[src/rtl/mem_pkg.sv]
// Shared definitions for the unified-memory arbiter: funct3 encodings and
// the access legality check used on the data port.
package mem_pkg;
    localparam int ADDR_W_DEF = 8;

    localparam logic [2:0] F3_LB  = 3'd0;
    localparam logic [2:0] F3_LH  = 3'd1;
    localparam logic [2:0] F3_LW  = 3'd2;
    localparam logic [2:0] F3_LBU = 3'd4;
    localparam logic [2:0] F3_LHU = 3'd5;
    localparam logic [2:0] F3_SB  = 3'd0;
    localparam logic [2:0] F3_SH  = 3'd1;
    localparam logic [2:0] F3_SW  = 3'd2;

    // Illegal funct3 or an offset that does not match the access size.
    function automatic logic acc_err(input logic [2:0] f3, input logic [1:0] off);
        logic bad;
        bad = 1'b0;
        case (f3)
            3'd3, 3'd6, 3'd7: bad = 1'b1;
            3'd1, 3'd5:       bad = off[0];
            3'd2:             bad = |off;
            default:          bad = 1'b0;
        endcase
        return bad;
    endfunction
endpackage

[src/rtl/lsu_lane.sv]
// Byte-lane steering: store enables/replication at grant time and load
// extraction/extension from the registered word at response time.
module lsu_lane
    import mem_pkg::*;
(
    input  logic [2:0]  i_funct3,
    input  logic [1:0]  i_st_off,
    input  logic [31:0] i_wdata,
    output logic [3:0]  o_be,
    output logic [31:0] o_wdata,
    input  logic [2:0]  i_ld_funct3,
    input  logic [1:0]  i_ld_off,
    input  logic [31:0] i_word,
    output logic [31:0] o_ldata
);
    logic [31:0] w_shift;

    always_comb begin
        o_be    = 4'b0000;
        o_wdata = 32'h0;
        case (i_funct3)
            F3_SB: begin
                o_be    = 4'b0001 << i_st_off;
                o_wdata = {4{i_wdata[7:0]}};
            end
            F3_SH: begin
                o_be    = 4'b0011 << i_st_off;
                o_wdata = {2{i_wdata[15:0]}};
            end
            default: begin
                o_be    = 4'b1111;
                o_wdata = i_wdata;
            end
        endcase
    end

    assign w_shift = i_word >> {i_ld_off, 3'b000};

    always_comb begin
        o_ldata = 32'h0;
        case (i_ld_funct3)
            F3_LB:   o_ldata = {{24{w_shift[7]}}, w_shift[7:0]};
            F3_LH:   o_ldata = {{16{w_shift[15]}}, w_shift[15:0]};
            F3_LW:   o_ldata = i_word;
            F3_LBU:  o_ldata = {24'h0, w_shift[7:0]};
            F3_LHU:  o_ldata = {16'h0, w_shift[15:0]};
            default: o_ldata = 32'h0;
        endcase
    end
endmodule

[src/rtl/mem_arbiter.sv]
// Single-port memory arbiter: data-first priority with a fetch starvation
// limit, lane steering for stores and one-cycle registered responses.
module mem_arbiter
    import mem_pkg::*;
#(
    parameter int ADDR_W     = ADDR_W_DEF,
    parameter int STARVE_MAX = 3
) (
    input  logic              clk,
    input  logic              rst_n,
    input  logic              if_req,
    input  logic [ADDR_W-1:0] if_addr,
    output logic              if_gnt,
    output logic              if_rvalid,
    output logic [31:0]       if_rdata,
    output logic              if_err,
    input  logic              d_req,
    input  logic              d_we,
    input  logic [2:0]        d_funct3,
    input  logic [ADDR_W-1:0] d_addr,
    input  logic [31:0]       d_wdata,
    output logic              d_gnt,
    output logic              d_rvalid,
    output logic [31:0]       d_rdata,
    output logic              d_err,
    output logic [ADDR_W-1:0] m_addr,
    output logic              m_we,
    output logic [3:0]        m_be,
    output logic [31:0]       m_wdata,
    input  logic [31:0]       m_rdata
);
    localparam int SC_W = $clog2(STARVE_MAX + 1);

    logic [SC_W-1:0] r_starve;
    logic            r_if_rvalid, r_if_err, r_d_rvalid, r_d_err, r_d_st;
    logic [31:0]     r_word;
    logic [2:0]      r_f3;
    logic [1:0]      r_off;

    logic            w_if_win, w_d_win, w_if_err, w_d_err;
    logic [3:0]      w_st_be;
    logic [31:0]     w_st_wdata, w_ldata;

    // Grants are gated by rst_n so nothing reaches the array during reset.
    assign w_if_win = rst_n & if_req & (~d_req | (r_starve == SC_W'(STARVE_MAX)));
    assign w_d_win  = rst_n & d_req & ~w_if_win;
    assign w_if_err = |if_addr[1:0];
    assign w_d_err  = acc_err(d_funct3, d_addr[1:0]);
    assign if_gnt   = w_if_win;
    assign d_gnt    = w_d_win;

    lsu_lane u_lane (
        .i_funct3    (d_funct3),
        .i_st_off    (d_addr[1:0]),
        .i_wdata     (d_wdata),
        .o_be        (w_st_be),
        .o_wdata     (w_st_wdata),
        .i_ld_funct3 (r_f3),
        .i_ld_off    (r_off),
        .i_word      (r_word),
        .o_ldata     (w_ldata)
    );

    always_comb begin
        m_addr  = '0;
        m_we    = 1'b0;
        m_be    = 4'b0000;
        m_wdata = 32'h0;
        if (w_if_win) begin
            m_addr = {if_addr[ADDR_W-1:2], 2'b00};
            m_be   = w_if_err ? 4'b0000 : 4'b1111;
        end else if (w_d_win) begin
            m_addr = {d_addr[ADDR_W-1:2], 2'b00};
            if (!w_d_err) begin
                if (d_we) begin
                    m_we    = 1'b1;
                    m_be    = w_st_be;
                    m_wdata = w_st_wdata;
                end else begin
                    m_be = 4'b1111;
                end
            end
        end
    end

    always_ff @(posedge clk or negedge rst_n) begin
        if (!rst_n) begin
            r_starve    <= '0;
            r_if_rvalid <= 1'b0;
            r_if_err    <= 1'b0;
            r_d_rvalid  <= 1'b0;
            r_d_err     <= 1'b0;
            r_d_st      <= 1'b0;
            r_word      <= 32'h0;
            r_f3        <= 3'd0;
            r_off       <= 2'd0;
        end else begin
            if (!if_req || w_if_win)
                r_starve <= '0;
            else if (r_starve != SC_W'(STARVE_MAX))
                r_starve <= r_starve + SC_W'(1);
            r_if_rvalid <= w_if_win;
            r_if_err    <= w_if_win & w_if_err;
            r_d_rvalid  <= w_d_win;
            r_d_err     <= w_d_win & w_d_err;
            r_d_st      <= w_d_win & d_we;
            if (w_if_win || w_d_win)
                r_word <= m_rdata;
            if (w_d_win) begin
                r_f3  <= d_funct3;
                r_off <= d_addr[1:0];
            end
        end
    end

    assign if_rvalid = r_if_rvalid;
    assign if_err    = r_if_err;
    assign if_rdata  = (r_if_rvalid & ~r_if_err) ? r_word : 32'h0;
    assign d_rvalid  = r_d_rvalid;
    assign d_err     = r_d_err;
    assign d_rdata   = (r_d_rvalid & ~r_d_err & ~r_d_st) ? w_ldata : 32'h0;
endmodule

[config.mk]
export PLATFORM = sky130hd
export DESIGN_NAME = mem_arbiter
export DESIGN_NICKNAME = d
export VERILOG_FILES = /design/src/rtl/mem_pkg.sv /design/src/rtl/lsu_lane.sv /design/src/rtl/mem_arbiter.sv
export SDC_FILE = /design/constraint.sdc
export NUM_CORES = 1
export LEC_CHECK = 0
export BUFFER_PORTS_ARGS = -buffer_cell sky130_fd_sc_hd__buf_2
export CORE_MARGIN = 5
export CORE_UTILIZATION = 47
export CTS_CLUSTER_DIAMETER = 50
export CTS_CLUSTER_SIZE = 28
export DETAILED_ROUTE_END_ITERATION = 12
export GPL_ROUTABILITY_DRIVEN = 0
export GPL_TIMING_DRIVEN = 0
export PLACE_DENSITY = 0.86
export REMOVE_ABC_BUFFERS = 1
export SYNTH_ARGS = -nofsm -noshare
export SYNTH_HDL_FRONTEND = slang
export SYNTH_SLANG_ARGS = --single-unit
[constraint.sdc]
create_clock -name clk -period 4.9 [get_ports clk]
set_input_delay 0.98 -clock clk [delete_from_list [all_inputs] [get_ports clk]]
set_output_delay 0.98 -clock clk [all_outputs]
set_load 0.02 [all_outputs]
==> flow_metrics.tcl <==
set metrics [dict create \
    critPathBufInv 3 \
    vias 3738 \
    place_area_mm2 0.00438 \
    syn-cell-area_mm2 0.00334 \
    htreeDepth 2 \
    drv_slew 0 \
    row_count 30 \
    yosysMostFrequentCell "nand2_1" \
    final_nets 665 \
    design_area_mm2 0.00451 \
    finalSetupViolCount 0 \
    clock-sinks 44 \
    cts_tree "done" \
    hpwl_um 8570 \
    crit_family "buffers and inverters" \
    die_y_um 94.3 \
    die_w_um 94.3 \
    clk_latency_ns 0.28 \
    io_buffer_count 200 \
    routed_wl_um 11200 \
    power_w 0.00118 \
    synth_cells 400 \
    start_kind "primary input" \
    crit_fanout 49 \
    drt_iter0_drc 199 \
    tightest_slew_ns 1.21 \
    outcome "finished clean" \
    rsz0062_at_grt "false" \
    ant_nets 0 \
    hold_path.class "flip-flop to flip-flop" \
    period_share_pct 93.1 \
    cts_setup_buffers 0 \
    nFillCells 577 \
    synth_area_leader_cell "dfrtp_1" \
    synth_ff_type "dfrtp_1" \
    power_density_mw_per_mm2 261 \
    avgViaCountPerCell 5.55 \
    drive_above_1_share_pct 44.2 \
    cts_buffers 5 \
    grt_pass1_vias 3650 \
    crit_type "primary input to output port" \
    yosysTopAreaCellShare_pct 33.0 \
    track_usage_pct 24.6 \
    antenna_found_initial 0 \
    cts_buffer_depth 2 \
    crit_path_top_delay_cell "a21oi_2" \
    initial_core_util_pct 48.6 \
    fmax_mhz 219 \
    synth_seq_cells 44 \
    fin_worst_skew_ns 0.00420 \
    layout.cells.non_filler 673 \
    grt_pass1_wl_um 17400 \
    max-cap-violations 0 \
    cts.clk_slew.worst_paths_ns 0.08 \
    dp_cells 665 \
    slew_headroom_pct 19.4 \
    cp_data_arrival_time_ns 3.58 \
    synth_cell_type_count 37 \
    synth_async_sr_flop_share_pct 100 \
    min_period_ns 4.56 \
    firstDrtPassIters 4 \
    io_pins 203 \
    grt_overflow 0 \
    p_leak_nw 2.36 \
    worstPathRequired_ns 3.92 \
    vdd_drop_max_mv 0.161 \
    synth.area.top_cells "dfrtp_1, mux2_2, and2_1, a21oi_1, nand2_1" \
    hold_viol_final 0 \
    core_mm2 0.00687 \
    synth_edf_count 0 \
    drc 0 \
    synth_common_cells "nand2_1, a21oi_1, dfrtp_1" \
    yosys_warnings 0 \
    antenna_cells 0 \
    grt_max_degree 50 \
    avgSynthCellArea_um2 8.35 \
    path_cells "buf_4, nand2_1, a21oi_2, nand3_2, inv_1, and2_1, buf_2" \
    wire_per_inst_um 16.6 \
    ys_seq_area_share_pct 33.0 \
    areaGrowthSynthToFinish_pct 35.2 \
    die-area_mm2 0.00889 \
    max_stage_delay_ns 0.63 \
    end_kind "output port" \
    cts_root_buf "clkbuf_8" \
]
-- layout by cell type (no fill, tap or decap), types with 3 or more instances in the layout --
master / n
buf_2: 199
nand2_1: 55
a21oi_1: 45
dfrtp_1: 44
and2_1: 43
mux2_2: 36
nor2_1: 27
mux2i_1: 18
o21ai_0: 17
nor2b_1: 14
a211oi_1: 8
a22oi_1: 8
o2bb2ai_1: 7
a211o_1: 7
a32oi_1: 7
clkbuf_8: 7
a22o_1: 6
nand2b_1: 3
-- power by group --
| part | total, W | switching, W | internal, W |
|---|---|---|---|
| combinational | 0.000403 | 0.000222 | 0.000181 |
| clock | 0.000297 | 0.000117 | 0.000180 |
| sequential | 0.000479 | 0.0000715 | 0.000408 |
| total | 0.00118 | 0.000410 | 0.000769 |
-- cell type report --
| cell class | count | area [µm²] | area share [%] |
|---|---|---|---|
| Tap cell | 96 | 120 | 2.66 |
| Timing Repair Buffer | 202 | 1050 | 23.3 |
| Inverter | 2 | 7.51 | 0.166 |
| Multi-Input combinational cell | 321 | 2110 | 46.7 |
| Clock buffer | 7 | 96.3 | 2.14 |
| Sequential cell | 44 | 1100 | 24.4 |
| Clock inverter | 1 | 30.0 | 0.666 |
-- per-stage QoR --
step / setup slack, ns / setup TNS [ns] / hold WS (ns) / utilization (%)
2_1_floorplan: 1.02 / 0 / 0.509 / -
3_3_place_gp: -0.319 / -4.17 / 0.527 / 62.7
3_5_place_dp: -0.451 / -7.91 / 0.538 / 63.7
4_1_cts: 0.282 / 0 / 0.556 / 65.6
5_1_grt: 0.0277 / 0 / 0.573 / 65.7
6_report: 0.336 / 0 / 0.557 / 65.7
-- kinds of logic (layout without fill, tap and decap cells) --
kind of cell / count (synthesis) / after routing / synth area share, %
fa+ha+maj: 1 / 1 / 0.375
flops: 44 / 44 / 33.0
mux: 55 / 55 / 18.0
xor+xnor: 1 / 1 / 0.262
buf+inv: 36 / 212 / 4.87
simple gates: 153 / 153 / 22.6
compound gates: 109 / 109 / 20.8
other cells: 1 / 2 / 0.112
-- state kept, by name, summed over array words and instances, names as in the netlist --
signal	cells
r_d_st	1
d_rvalid	1
r_off	2
if_err	1
r_word	32
r_f3	3
d_err	1
if_rvalid	1
r_starve	2
-- per-layer routing --
layer / vias up / GRT usage, % / wire (µm)
met1: 1753 / 27.6 / 4070
li1: 1756 / - / -
met5: - / 0 / 0
met4: 0 / 7.70 / 199
met3: 19 / 6.65 / 1300
met2: 210 / 44.9 / 5600
-- timing repair --
item	in CTS	in global routing
gates resized for setup	2	0
setup endpoints to repair	33	0
hold buffers	0	0
hold endpoints to repair	0	0
-- worst paths after layout --
check                       startpoint    endpoint  slack (ns)  cells after the start
max in group asynchronous        rst_n       d_err        3.79                      1
hold reg to reg              r_word[0]   r_word[0]        0.56                      1
min in group asynchronous        rst_n   r_word[8]        0.70                      1
hold / removal               r_word[0]   r_word[0]        0.56                      1
setup reg to reg           r_starve[0]     r_f3[2]        3.02                      3
setup / recovery                 rst_n  m_wdata[7]        0.34                      7
Power figures use the tool's default switching activity.
